===== src/rtl/int_sched.sv =====
// Fixed-priority interrupt scheduler for the PicoBlaze I/O subsystem.
// Latches source edges, arbitrates lowest index first and sequences the CPU handshake.
module int_sched #(
  parameter int         NSRC      = 4,
  parameter logic [7:0] ADDR_MASK = 8'h10,
  parameter logic [7:0] ADDR_PEND = 8'h11,
  parameter logic [7:0] ADDR_STAT = 8'h12,
  parameter logic [7:0] ADDR_EOI  = 8'h13
) (
  input  logic            clk,
  input  logic            rst,
  input  logic [7:0]      address,
  input  logic [7:0]      value_in,
  input  logic            wen,
  input  logic            ren,
  output logic [7:0]      port_out,
  input  logic [NSRC-1:0] irq_src,
  output logic [NSRC-1:0] src_ack,
  output logic            interrupt,
  input  logic            interrupt_ack
);
  typedef enum logic [1:0] {IDLE, ASSERT, SERVICE} state_t;

  state_t          state_q;
  logic [NSRC-1:0] mask_q, pend_q, irqd_q, ack_q;
  logic [NSRC-1:0] pend_d, elig, grant_oh, wr_clr;
  logic [2:0]      cur_id_q, next_id;
  logic            int_q, grant;
  logic [7:0]      port_q, stat, vin_unused;

  assign vin_unused = value_in;
  assign elig       = pend_q & mask_q;
  assign grant      = (state_q == ASSERT) && interrupt_ack;
  assign wr_clr     = (wen && address == ADDR_PEND) ? value_in[NSRC-1:0] : '0;
  // Set is OR'ed in last so a new edge survives a same-cycle clear.
  assign pend_d     = (pend_q & ~(wr_clr | grant_oh)) | (irq_src & ~irqd_q);
  assign stat       = {state_q != IDLE, int_q, 3'b000, cur_id_q};

  always_comb begin
    next_id = '0;
    for (int i = NSRC-1; i >= 0; i--)
      if (elig[i]) next_id = 3'(i);
  end

  always_comb begin
    grant_oh = '0;
    for (int i = 0; i < NSRC; i++)
      grant_oh[i] = grant && (cur_id_q == 3'(i));
  end

  always_ff @(posedge clk) begin
    if (rst) begin
      state_q  <= IDLE;
      mask_q   <= '0;
      pend_q   <= '0;
      irqd_q   <= '0;
      ack_q    <= '0;
      cur_id_q <= '0;
      int_q    <= 1'b0;
      port_q   <= '0;
    end else begin
      irqd_q <= irq_src;
      pend_q <= pend_d;
      ack_q  <= '0;
      if (wen && address == ADDR_MASK) mask_q <= value_in[NSRC-1:0];
      if (ren) begin
        if (address == ADDR_MASK)      port_q <= 8'(mask_q);
        else if (address == ADDR_PEND) port_q <= 8'(pend_q);
        else if (address == ADDR_STAT) port_q <= stat;
      end
      case (state_q)
        IDLE: if (|elig) begin
          cur_id_q <= next_id;
          int_q    <= 1'b1;
          state_q  <= ASSERT;
        end
        ASSERT: if (interrupt_ack) begin
          int_q   <= 1'b0;
          ack_q   <= grant_oh;
          state_q <= SERVICE;
        end
        SERVICE: if (wen && address == ADDR_EOI) state_q <= IDLE;
        default: state_q <= IDLE;
      endcase
    end
  end

  assign port_out  = port_q;
  assign src_ack   = ack_q;
  assign interrupt = int_q;
endmodule


===== config.mk =====
export PLATFORM = sky130hd
export DESIGN_NAME = int_sched
export DESIGN_NICKNAME = d
export VERILOG_FILES = /design/src/rtl/int_sched.sv
export SDC_FILE = /design/constraint.sdc
export NUM_CORES = 1
export LEC_CHECK = 0
export BUFFER_PORTS_ARGS = -buffer_cell sky130_fd_sc_hd__buf_2
export CAP_MARGIN = 30
export CORE_ASPECT_RATIO = 0.7
export CORE_MARGIN = 10
export CORE_UTILIZATION = 49
export CTS_CLUSTER_DIAMETER = 40
export DETAILED_ROUTE_END_ITERATION = 8
export PLACE_DENSITY_LB_ADDON = 0.15
export SYNTH_ARGS = -nofsm -noshare
export SYNTH_HDL_FRONTEND = slang
export SYNTH_SLANG_ARGS = --single-unit

===== constraint.sdc =====
create_clock -name clk -period 1.4 [get_ports clk]
set_input_delay 0.21 -clock clk [delete_from_list [all_inputs] [get_ports clk]]
set_output_delay 0.21 -clock clk [all_outputs]
set_load 0.01 [all_outputs]

# Word level (Yosys, flattened, before mapping)
# Cells that the tools add are included.
# word_totals
ff_bits	30
latchBits	0
ram_bits	0
mem_bits_ro	0
out_inout_bits	13
elab_cells	63
n_memories	0
# op_classes
addsub	0
mul	0
div	0
order_cmp	0
n_eq_ne	12
n_shift	0
mux	15
bitwise_logic	9
reduce_logical	19
# op_table
cell	count
equality test 8 x 5 -> 1 bit, second input constant	4
two-way mux 8 bit	3
bitwise AND 4 bit	3
two-way mux 3 bit	3
logical AND 1 bit	8
two-way mux 2 bit	4
NOT 4 bit	2
OR 4 bit	2
equality test 3 x 2 -> 1 bit, second input constant	2
!= test 2 bit, second input constant	3
one-hot mux 2 bit (3 select lines)	1
AND reduction 3 bit	2
two-way mux 4 bit	1
AND reduction 2 bit	2
nonzero test 2 bit	2
OR reduction 4 bit	1
equality test 3 x 1 -> 1 bit, second input constant	1
zero test 3 bit	1
nonzero test 3 bit	1
OR reduction 3 bit	1
equality test 2 x 1 -> 1 bit, second input constant	1
equality test 2 bit, second input constant	1
zero test 2 bit	1
two-way mux 1 bit	2
2 further kinds	3

# Longest topological paths before layout
# Gate-level depths: netlist (run 1).
# depth
depth_word	7
ltp_mapped	6

# Worst setup path after synthesis (run 1)
# No wires, ideal clock.
# synth_path
kind	reg2reg
start	register cur_id_q[0]
end	register pend_q[1]
setup_time_ns	0.116
t_arrival_ns	1.103
path_slack_ns	0.180
stages_incl_launch_ff	4
path_buffers	0
period_less_slack_ns	1.220
cell_sequence	dfxtp_1 -> inv_1 -> or3_2 -> a41o_1
# synth_between
elab_chain_len	6
# synth_lines
item	line_no	source
start: declaration	27	logic [2:0] cur_id_q, next_id;
start signal: assignment	73	cur_id_q <= next_id;
equality test 3 x 1 -> 1 bit	48	grant_oh[i] = grant && (cur_id_q == 3'(i));
logical AND 1 bit	48	
OR 4 bit	36	assign pend_d = (pend_q & ~(wr_clr | grant_oh)) | (irq_src & ~irqd_q);
NOT 4 bit	36	
bitwise AND 4 bit	36	
OR 4 bit	36	
end signal: assignment	63	pend_q <= pend_d;
end: declaration	25	logic [NSRC-1:0] mask_q, pend_q, irqd_q, ack_q;
# No other way between the ends.
# A chain may end at the register's enable or synchronous reset.

# Worst setup path in the final report (run 1)
# layout_path
start	register state_q[1]
end	register pend_q[1]
# layout_between
elab_chain_len	7
# layout_lines
item	line_no	source
start: declaration	24	state_t state_q;
start signal: assignment	53	state_q <= IDLE;
start signal: assignment	75	state_q <= ASSERT;
start signal: assignment	80	state_q <= SERVICE;
equality test 2 x 1 -> 1 bit	33	assign grant = (state_q == ASSERT) && interrupt_ack;
logical AND 1 bit	33	
logical AND 1 bit	48	
OR 4 bit	36	
NOT 4 bit	36	
bitwise AND 4 bit	36	
OR 4 bit	36	
# No other way between the ends.

==> run summary, run 1 <==
The buffering stage count on the worst path with inverters included is 0. In the synthesized netlist, the cells that appear most often are sky130_fd_sc_hd__dfxtp_1, sky130_fd_sc_hd__nor2_1, sky130_fd_sc_hd__nand2_1. The repair_antennas step left the layout with diodes totalling 0. The post-route clock period utilization came out at 95.45%. The number of setup violations in the final report came out at 0. The worst slack at placement came out at -0.06436 ns.

The portion of the post-synthesis area used by sequential elements came out at 44.91%. Dividing the detail-routed via count by the number of cells gives 5.175. The floorplan has 14 rows. The time the worst path needs with I/O delays and setup is 1.336 ns. The number of synthesis warnings is 0. Synthesis inferred 27 register bits. The endpoint type of the worst setup path is a flip-flop. The hold violation count in the final report is 0. The number of global-route vias before repair came out at 1051. In this run, the number of DRC markers left after iteration 0 of detailed routing was 65. The standby leakage power came out at 0.0006081 uW.

The DRC violation count after routing came out at 0. The maximum clock frequency is 748.3 MHz. The clock network latency to the later pin of the worst-skew pair is 0.32 ns. Averaged over all synthesized cells, the footprint is 9.404 sq um. The final layout net count is 188. The most repeated cell in the gate-level netlist after synthesis is sky130_fd_sc_hd__dfxtp_1. The largest net degree at the start of global routing is 21. The flow ran to the end, and the final reports show no timing, DRC or antenna violations.

The critical path goes through nand3b_1, or3_2, a41o_1. Synthesis handed over a netlist of 128 instances. The maximum fanout along the worst path came out at 4.

The number of iterations in the first detailed-routing pass came out at 4. In the global route stage, overall resource usage came out at 12.55%. The worst hold slack after final layout is 0.1185 ns. The HPWL reported at the end of detailed placement is 2324 um. In this run the biggest area consumer among cell types represents 44.91% of the synthesized area. STA classifies the critical path startpoint as a flip-flop. The global-route wire length before repair is 4864 um. The mapped cell area is 0.001204 sq mm. The number of buffers on the longest clock path came out at 2. The floorplan step defined a core boundary enclosing 0.002242 sq mm. The worst setup path category is reg2reg. The reported max-cap violation count is 0.

The width of the chip is 79.24 um. The area of all placed cells without fillers is 0.001411 sq mm. In this run the post-CTS setup repair buffer count came out at 0. The tree built by TritonCTS fans out to 27 sinks. Among cell families on the critical path, the largest total delay comes from simple AND/OR/NAND/NOR gates. The area after detailed placement is 0.001384 sq mm. The number of input and output port buffers inserted is 31. The residual antenna-violating net count after detailed routing came out at 0. The count of H-tree levels built during CTS came out at 1. The height of the die is 61.47 um.

The final weighted congestion of routability-driven global placement came out at 0.9034. The total CTS buffers came out at 3. In the post-synthesis netlist, the biggest area contributors are sky130_fd_sc_hd__dfxtp_1, sky130_fd_sc_hd__nor2_1, sky130_fd_sc_hd__mux2i_1. The quantity of hold-fixing buffers added after cts came out at 0. The areal power density over the cells came out at 882.3 mW/mm^2. The maximum resistive drop on vdd came out at 0.4977 mV. Dividing the detail-routed wire length by the instance count gives 15.20 um. The slowest stage of the critical path is the sky130_fd_sc_hd__or3_2 cell.

The number of enable-type register cells in the synthesized netlist is 0. The proportion of layout cells with a drive suffix above 1 is 35.19%. The number of top-level pins came out at 38.

The final routed wirelength across all metal layers is 2949 um. The initial antenna violation count is 0. The layout-stage area growth over the synthesis result is 17.26%. Once the floorplan was initialized, standard cells occupied 53.68% of the core. The clock edge transition at the registers on the reported setup and hold paths came out at 0.13 ns. The count of unique library cells instantiated by Yosys is 38.

The share of synthesized registers carrying an async set or reset is 0%. The TritonCTS clock tree is done. The largest total area in the synthesized netlist belongs to sky130_fd_sc_hd__dfxtp_1.

The worst endpoint required time is 1.63 ns. In the synthesized netlist the dominant register cell turns out to be sky130_fd_sc_hd__dfxtp_1. For this block, the via count after detailed routing is 1004. Setup repair after global routing left no endpoint under its margin. CTS placed an instance of sky130_fd_sc_hd__clkbuf_4 at the clock tree root. The worst hold-check path type is in2reg.

The final worst setup slack came out at 0.06367 ns. The biggest cell delay along the critical path is 0.44 ns. The signal arrival time at the worst endpoint is 1.56 ns. Between clock sinks in the finished design, the worst skew comes to 0.004544 ns. The power after layout is 1245 uW. The die covers 0.004870 sq mm. The final global-route overflow total is 0. The number of pins with negative max-slew slack in the final report came out at 0.
-- power breakdown --
group	internal (uW)	total, uW	leakage (uW)	switching [uW]
logic	57.4	119	0.000373	61.1
clock network	112	328	0.0000150	216
registers	787	799	0.000220	12.3
total	956	1250	0.000608	289
-- layout make-up --
type / instances / area [sq um]
Clock buffer: 4 / 26.28
Sequential cell: 27 / 541.8
Inverter: 7 / 26.28
Fill cell: 222 / 830.8
Tap cell: 32 / 40.04
Multi-Input combinational cell: 87 / 576.8
Timing Repair Buffer: 37 / 200.2
-- worst paths after layout --
path	startpoint	end	slack, ns	cells after the start
worst max-delay path	state_q[1]	pend_q[1]	0.06	3
worst min-delay path	irq_src[1]	irqd_q[1]	0.12	2
worst max register to register	state_q[1]	pend_q[1]	0.06	3
worst min register to register	interrupt	interrupt	0.48	2
-- kinds of logic after synthesis --
kind of cell	share of synthesized area (%)
AOI/OAI and AO/OA	14.76
and+or+nand+nor	26.51
other	0.3116
buffers and inverters	7.484
DFF	44.91
muxes	6.029
-- metal layers --
metal / wire [um] / GRT usage [%] / vias to the layer above / part of all wire [%]
met5: 0 / 0 / - / 0
met4: 25 / 3.053 / 0 / 0.85
met3: 201 / 5.233 / 5 / 6.8
met2: 1437 / 21.44 / 30 / 49
met1: 1285 / 14.50 / 456 / 44
li1: - / - / 513 / -
-- flip-flops by register name, summed over array words and instances (netlist names) --
signal     cells
irqd_q         4
mask_q         4
cur_id_q       2
state_q        2
pend_q         4
src_ack        4
port_out       6
interrupt      1
-- through the flow --
| step | TNS [ns] | std cells | utilization (%) |
|---|---|---|---|
| global route | 0 | 194 | 62.95 |
| global placement | -0.05586 | 190 | 61.72 |
| finish | 0 | 194 | 62.95 |
| detailed placement | -0.3349 | 190 | 61.72 |
| CTS | 0 | 194 | 62.89 |
| floorplan | 0 | 129 | - |
-- cells in the final DEF (no fill, tap or decap) --
cell type and instances:
sky130_fd_sc_hd__buf_2 31, sky130_fd_sc_hd__dfxtp_1 26, sky130_fd_sc_hd__nor2_1 15, sky130_fd_sc_hd__nand2_1 10
sky130_fd_sc_hd__inv_1 7, sky130_fd_sc_hd__buf_4 6, sky130_fd_sc_hd__mux2i_1 5, sky130_fd_sc_hd__a21oi_1 5
sky130_fd_sc_hd__nor2b_1 4, sky130_fd_sc_hd__and3_2 4, sky130_fd_sc_hd__nand3_1 4, sky130_fd_sc_hd__and2b_2 3
sky130_fd_sc_hd__o211ai_1 3, sky130_fd_sc_hd__o2bb2ai_1 3, sky130_fd_sc_hd__nor3_1 3, sky130_fd_sc_hd__clkbuf_4 3
sky130_fd_sc_hd__or2_2 2, sky130_fd_sc_hd__a32oi_1 2, sky130_fd_sc_hd__o21ai_0 2, sky130_fd_sc_hd__a311oi_1 2
sky130_fd_sc_hd__mux2_2 2, sky130_fd_sc_hd__o22ai_1 2, sky130_fd_sc_hd__a211oi_1 2, sky130_fd_sc_hd__conb_1 2
sky130_fd_sc_hd__nor4_4 1, sky130_fd_sc_hd__and4bb_1 1, sky130_fd_sc_hd__nor3b_4 1, sky130_fd_sc_hd__nand4_1 1
sky130_fd_sc_hd__nand3b_1 1, sky130_fd_sc_hd__or3_2 1, sky130_fd_sc_hd__a41o_1 1, sky130_fd_sc_hd__a32o_1 1
sky130_fd_sc_hd__and3b_1 1, sky130_fd_sc_hd__and2_2 1, sky130_fd_sc_hd__a311o_2 1, sky130_fd_sc_hd__nand2b_1 1
sky130_fd_sc_hd__clkbuf_1 1, sky130_fd_sc_hd__dfxtp_2 1
-- what timing repair did --
item | in CTS | in global routing
endpoints found under the hold margin | 0 | 0
resized for setup | 0 | 1
endpoints found under the setup margin | 0 | 1
(Power assumes the default switching activity.)
==> inputs of run 2 (changes only) <==
==> constraint.sdc (replaced) <==
create_clock -name clk -period 1.4 [get_ports clk]
set_input_delay 0.28 -clock clk [delete_from_list [all_inputs] [get_ports clk]]
set_output_delay 0.28 -clock clk [all_outputs]
set_load 0.01 [all_outputs]
==> run summary, run 2 (synthesized netlist as in run 1, its figures left out) <==
The proportion of layout cells with a drive suffix above 1 is 35.80% (+0.62 points). The number of setup violations in the final report came out at 0 (unchanged). The power after layout is 1257 uW (+0.99%). The combined global-route utilization of all metal layers is 12.57% (+0.015 points). For this design, the slowest cell found on the critical path is sky130_fd_sc_hd__or3_2.

The number of top-level pins is 38 (unchanged). The width of the chip came out at 79.24 um (unchanged). The initial DRC count came out at 41 (-37%). The routed length per placed instance came out at 14.47 um (-4.8%). The internal portion of total power is 950.2 uW (-0.59%). The clock network latency to the later pin of the worst-skew pair is 0.34 ns (+0.02 ns). The quantity of hold-fixing buffers added after cts came out at 0 (unchanged). The reported max-cap violation count is 0 (unchanged).

The residual antenna-violating net count after detailed routing was 0 (unchanged). The core box area came out at 0.002242 sq mm (unchanged). The clock tree skew after final layout is 0.01640 ns (+0.01185 ns). The floorplan row count came to 14 (unchanged).

The largest net degree at the start of global routing came out at 21 (unchanged). The effective utilization at floorplan is 53.68% (unchanged). The worst hold slack after final layout is 0.1652 ns (+0.04670 ns). The clock sink total came out at 27 (unchanged). The biggest cell delay along the critical path came out at 0.44 ns (about the same). The standby leakage power was 0.0006115 uW (+0.56%). The library cell used most frequently in the layout, excluding fill and tap cells, is sky130_fd_sc_hd__buf_2.

The signal arrival time at the worst endpoint is 1.59 ns (+0.03 ns). The endpoint type of the worst setup path is a flip-flop. The number of input and output port buffers inserted was 31 (unchanged).

The startpoint of the worst-slack reg-to-reg timing path is state_q[1]. The areal power density over the cells is 890.2 mW/mm^2 (+0.90%). The number of buffers on the longest clock path is 2 (unchanged). The worst setup path category is reg2reg. The startpoint of the worst setup timing path is state_q[1]. The number of fill cells in the layout is 217 (-2.3%). The power spent charging and discharging nets is 307.3 uW (+6.2%). The total CTS buffers is 3 (unchanged). The DRC violation count after routing is 0 (unchanged). Traced cell by cell, the critical path runs through nand3b_1, or3_2, a41o_1. The final global-route overflow total is 0 (unchanged). The worst hold-check path type is in2reg. The time the worst path needs with I/O delays and setup came out at 1.334 ns (-0.002733 ns). The total number of vias is 1009 (+0.50%). The final weighted congestion of routability-driven global placement came out at 0.8916 (-1.3%). The number of antenna diodes came out at 0 (unchanged). The initial antenna violation count came out at 0 (unchanged). The hold violation count in the final report came out at 0 (unchanged). The share of total power in sequential cells came out at 63.6% (-0.6 points).

The global-route wire length before repair is 4823 um (-0.84%). The portion of total power attributed to combinational logic is 9.1% (-0.4 points). The layout-stage area growth over the synthesis result is 17.36% (about the same).

The final layout net count is 188 (unchanged). The area after detailed placement came out at 0.001384 sq mm (unchanged). The number of iterations in the first detailed-routing pass came to 4 (unchanged). The worst endpoint required time is 1.66 ns (+0.03 ns). The number of global-route vias before repair was 1061 (+0.95%).

The clock edge transition at the registers on the reported setup and hold paths came out at 0.15 ns (+0.02 ns). The run finished with clean final reports. The total setup buffers inserted after CTS is 0 (unchanged). The flip-flop count of the largest register after layout came out at 6 (unchanged). The count of H-tree levels built during CTS is 1 (unchanged). The final routed wirelength across all metal layers came out at 2808 um (-4.8%). The TritonCTS clock tree is done. The type of element launching the critical path is a flip-flop. The beginning of the worst hold path is irq_src[1]. The overall die area is 0.004870 sq mm (unchanged). The clock share of power came out at 27.3% (+1.0 points). The maximum fanout along the worst path came out at 4 (unchanged).

The number of pins with negative max-slew slack in the final report is 0 (unchanged). The area of all placed cells without fillers is 0.001413 sq mm (about the same). Setup repair after global routing left no endpoint under its margin.

The height of the die is 61.47 um (unchanged). The net switching fraction of the power is 24.44% (+1.2 points). Leaving out fill and tap cells, the most frequent cells in the layout are sky130_fd_sc_hd__buf_2, sky130_fd_sc_hd__dfxtp_1, sky130_fd_sc_hd__nor2_1.

The maximum clock frequency came out at 749.9 MHz (+0.20%). The buffer type at the clock tree root is sky130_fd_sc_hd__clkbuf_4. The HPWL reported at the end of detailed placement came out at 2228 um (-4.1%).

The per-cell via count in the routed design is 5.201 (+0.50%). The utilization after layout came to 63.00% (about the same). The maximum resistive drop on vdd is 0.6558 mV (+32%). The post-route clock period utilization is 95.26% (-0.20 points).
## run 2: final cells by class
class	instances	area (sq um)	share of cell area, %
well taps	32	40.04	2.834
clock buffers	3	22.52	1.594
multi-input cells	87	576.8	40.83
clock inverters	1	5.005	0.3543
repair buffers	37	200.2	14.17
inverters	7	26.28	1.860
flip-flops and latches	27	541.8	38.35
## run 2: power groups by stage
stage               clock network, uW  logic [uW]  registers [uW]
floorplan                           0        72.1             812
global placement                    0         111             815
detailed placement                  0         115             816
global route                      381         129             802
finish                            343         115             800
CTS                               348         115             800
## run 2: what timing repair did
item                       CTS  global route
setup endpoints to repair    0             1
resized for setup            0             1
hold endpoints to repair     0             0
## run 2: worst max-delay path: cells and delay by family, from the launching register on
| kind | cells | cell delay (ns) |
|---|---|---|
| simple gates | 2 | 0.67 |
| flops | 1 | 0.35 |
| compound gates | 1 | 0.23 |
## run 2: path summary, 6_finish.rpt
check        depth (start not counted)  slack [ns]        end
min reg2reg                          2        0.48  pend_q[3]
max reg2reg                          3        0.07  pend_q[1]
min                                  2        0.17  irqd_q[1]
max                                  3        0.07  pend_q[1]
## run 2: per-stage QoR
stage | setup WS, ns | instances | setup TNS [ns]
finish | 0.06640 | 194 | 0
CTS | 0.07436 | 194 | 0
global placement | -0.08478 | 190 | -0.2325
global route | 0.04288 | 194 | 0
floorplan | 0.1275 | 129 | 0
detailed placement | -0.1161 | 190 | -0.5033
## run 2: layer usage
layer / vias up / wire length [um] / GRT usage [%]
met4: 0 / 40 / 4.580
met5: - / 0 / 0
li1: 516 / - / -
met1: 459 / 1231 / 14.45
met2: 29 / 1316 / 20.16
met3: 5 / 219 / 6.105
==> inputs of run 3 (changes only) <==
--- a/config.mk
+++ b/config.mk
@@ -13,6 +13,8 @@
 export CTS_CLUSTER_DIAMETER = 40
 export DETAILED_ROUTE_END_ITERATION = 8
 export PLACE_DENSITY_LB_ADDON = 0.15
+export SETUP_SLACK_MARGIN = 0.5
+export SKIP_CTS_REPAIR_TIMING = 1
 export SYNTH_ARGS = -nofsm -noshare
 export SYNTH_HDL_FRONTEND = slang
 export SYNTH_SLANG_ARGS = --single-unit
==> run summary, run 3 (synthesized netlist as in run 1, its figures left out) <==
The worst hold slack after final layout came to 0.1849 ns (+0.01974 ns). The maximum resistive drop on vdd is 0.6024 mV (-8.1%). The layout-stage area growth over the synthesis result came out at 30.87%. The clock edge transition at the registers on the reported setup and hold paths came out at 0.15 ns (about the same). The run finished with clean final reports.

Setup repair after global routing could not meet its margin everywhere. The final global-route overflow total came out at 0 (unchanged). The maximum clock frequency is 774.0 MHz (+3.2%). The maximum fanout along the worst path came out at 3 (-1).

Walking the worst path, the cells encountered are nand3b_1, or3_2, a41o_1. The number of input and output port buffers inserted came out at 31 (unchanged). The type of element launching the critical path is a flip-flop. The combined flip-flop and latch cell area came out at 555.5 sq um (+2.5%). The clock network latency to the later pin of the worst-skew pair came to 0.33 ns (about the same). The reported max-cap violation count came out at 0 (unchanged). The most frequent standard cell in the layout excluding fill and tap cells is sky130_fd_sc_hd__buf_2. The residual antenna-violating net count after detailed routing came out at 0 (unchanged).

The biggest cell delay along the critical path came to 0.44 ns (about the same). The worst endpoint required time came to 1.63 ns (-0.03 ns). By startpoint and endpoint, the worst setup path is classified as reg2reg. The height of the die came out at 61.47 um (unchanged).

The final weighted congestion of routability-driven global placement came to 0.8048 (-9.7%). The number of antenna diodes came out at 0 (unchanged). The final layout net count came out at 192 (+2.1%). The path class of the tightest hold or removal check is in2reg. The slowest stage of the critical path belongs to the cell sky130_fd_sc_hd__or3_2. Tracing the worst setup path back leads to its startpoint at state_q[1]. The flip-flop count of the largest register after layout came out at 6 (unchanged).

The proportion of layout cells with a drive suffix above 1 came out at 48.80% (+13 points). The clock sink total came out at 27 (unchanged). TritonCTS built the clock tree. The areal power density over the cells is 797.7 mW/mm^2 (-10%). The post-route clock period utilization is 92.28% (-3.0 points). The total number of vias is 1048 (+3.9%).

The width of the chip came out at 79.24 um (unchanged). The per-cell via count in the routed design came out at 5.293 (+1.8%). The effective utilization at floorplan is 53.68% (unchanged). The core box area came to 0.002242 sq mm (unchanged). The final total negative setup slack was 0 ns (unchanged). The HPWL reported at the end of detailed placement is 2189 um (-1.7%).

The initial DRC count is 81 (+98%). The number of fill cells in the layout is 196 (-9.7%). The number of iterations in the first detailed-routing pass is 4 (unchanged). The DRC violation count after routing is 0 (unchanged).

The largest net degree at the start of global routing came out at 21 (unchanged). The number of top-level pins is 38 (unchanged). The combined global-route utilization of all metal layers came to 11.62% (-0.95 points).

The clock tree skew after final layout is 0.01027 ns (-0.006127 ns). The worst register-to-register path begins at state_q[1]. The time the worst path needs with I/O delays and setup is 1.292 ns (-0.04162 ns).

The footprint of the multi-input gates was 635.6 sq um (+10%). The number of setup violations in the final report was 0 (unchanged). The count of H-tree levels built during CTS is 1 (unchanged). The initial antenna violation count is 0 (unchanged).

The hold violation count in the final report is 0 (unchanged). The final routed wirelength across all metal layers is 2872 um (+2.3%). The standby leakage power came out at 0.0006544 uW (+7.0%). In this run the most critical hold path is launched from irq_src[1]. CTS placed an instance of sky130_fd_sc_hd__clkbuf_4 at the clock tree root. The global-route wire length before repair is 4588 um (-4.9%).

The number of pins with negative max-slew slack in the final report came to 0 (unchanged). The overall die area was 0.004870 sq mm (unchanged). The top cell types in the final layout, fill and taps aside, are sky130_fd_sc_hd__buf_2, sky130_fd_sc_hd__dfxtp_1, sky130_fd_sc_hd__nor2_1.

The number of buffers on the longest clock path came to 2 (unchanged). The signal arrival time at the worst endpoint came to 1.52 ns (-0.07 ns). The routed length per placed instance came out at 14.51 um (+0.21%).

The floorplan row count came out at 14 (unchanged). The total CTS buffers was 3 (unchanged). The endpoint type of the worst setup path is a flip-flop.

The number of global-route vias before repair is 1013 (-4.5%).
run 3: changes by cell type in the layout (fill, tap and decap cells not counted), sizes merged:
cell | before | now
buf | 37 | 41
run 3: per-layer routing:
metal	wire, um	vias up	track usage (%)	part of all wire, %
met1	1333	491	15.12	46
met3	196	2	4.797	6.8
met2	1332	33	17.73	46
li1	-	522	-	-
met4	9	0	2.290	0.31
met5	0	-	0	0
run 3: final cells by class:
cell class                 count  area share (%)
clock inverter                 1          0.3177
multi-input combinational     87           40.35
inverter                       7           1.668
timing repair buffer          41           18.43
tap                           32           2.542
clock buffer                   3           1.430
sequential                    27           35.27
run 3: path summary, 6_finish.rpt:
| kind | end | cells after the start | slack [ns] |
|---|---|---|---|
| max reg2reg | pend_q[1] | 3 | 0.11 |
| min | irqd_q[1] | 2 | 0.18 |
| min reg2reg | pend_q[3] | 2 | 0.48 |
| max | pend_q[1] | 3 | 0.11 |
run 3: critical path, delay by kind of cell (launching register included):
family             cells  cell delay (ns)
and+or+nand+nor        2             0.60
DFF                    1             0.35
AOI/OAI and AO/OA      1             0.24
run 3: per-stage QoR:
| step | total power [uW] | instances | area, sq um | setup WS, ns | util (%) |
|---|---|---|---|---|---|
| 2_1_floorplan | 884.6 | 129 | 1224 | 0.1345 | - |
| 3_3_place_gp | 925.4 | 190 | 1400 | -0.05156 | 62.44 |
| 3_5_place_dp | 930.1 | 190 | 1400 | -0.08056 | 62.44 |
| 4_1_cts | 1255 | 194 | 1428 | 0.1208 | 63.67 |
| 5_1_grt | 1313 | 198 | 1575 | 0.09774 | 70.26 |
| 6_report | 1257 | 198 | 1575 | 0.1080 | 70.26 |
run 3: power by group:
group / leakage, uW / total, uW / switching (uW) / internal, uW
logic: 0.000411 / 126 / 63.4 / 62.1
registers: 0.000225 / 797 / 11.8 / 785
clock network: 0.0000177 / 334 / 227 / 107
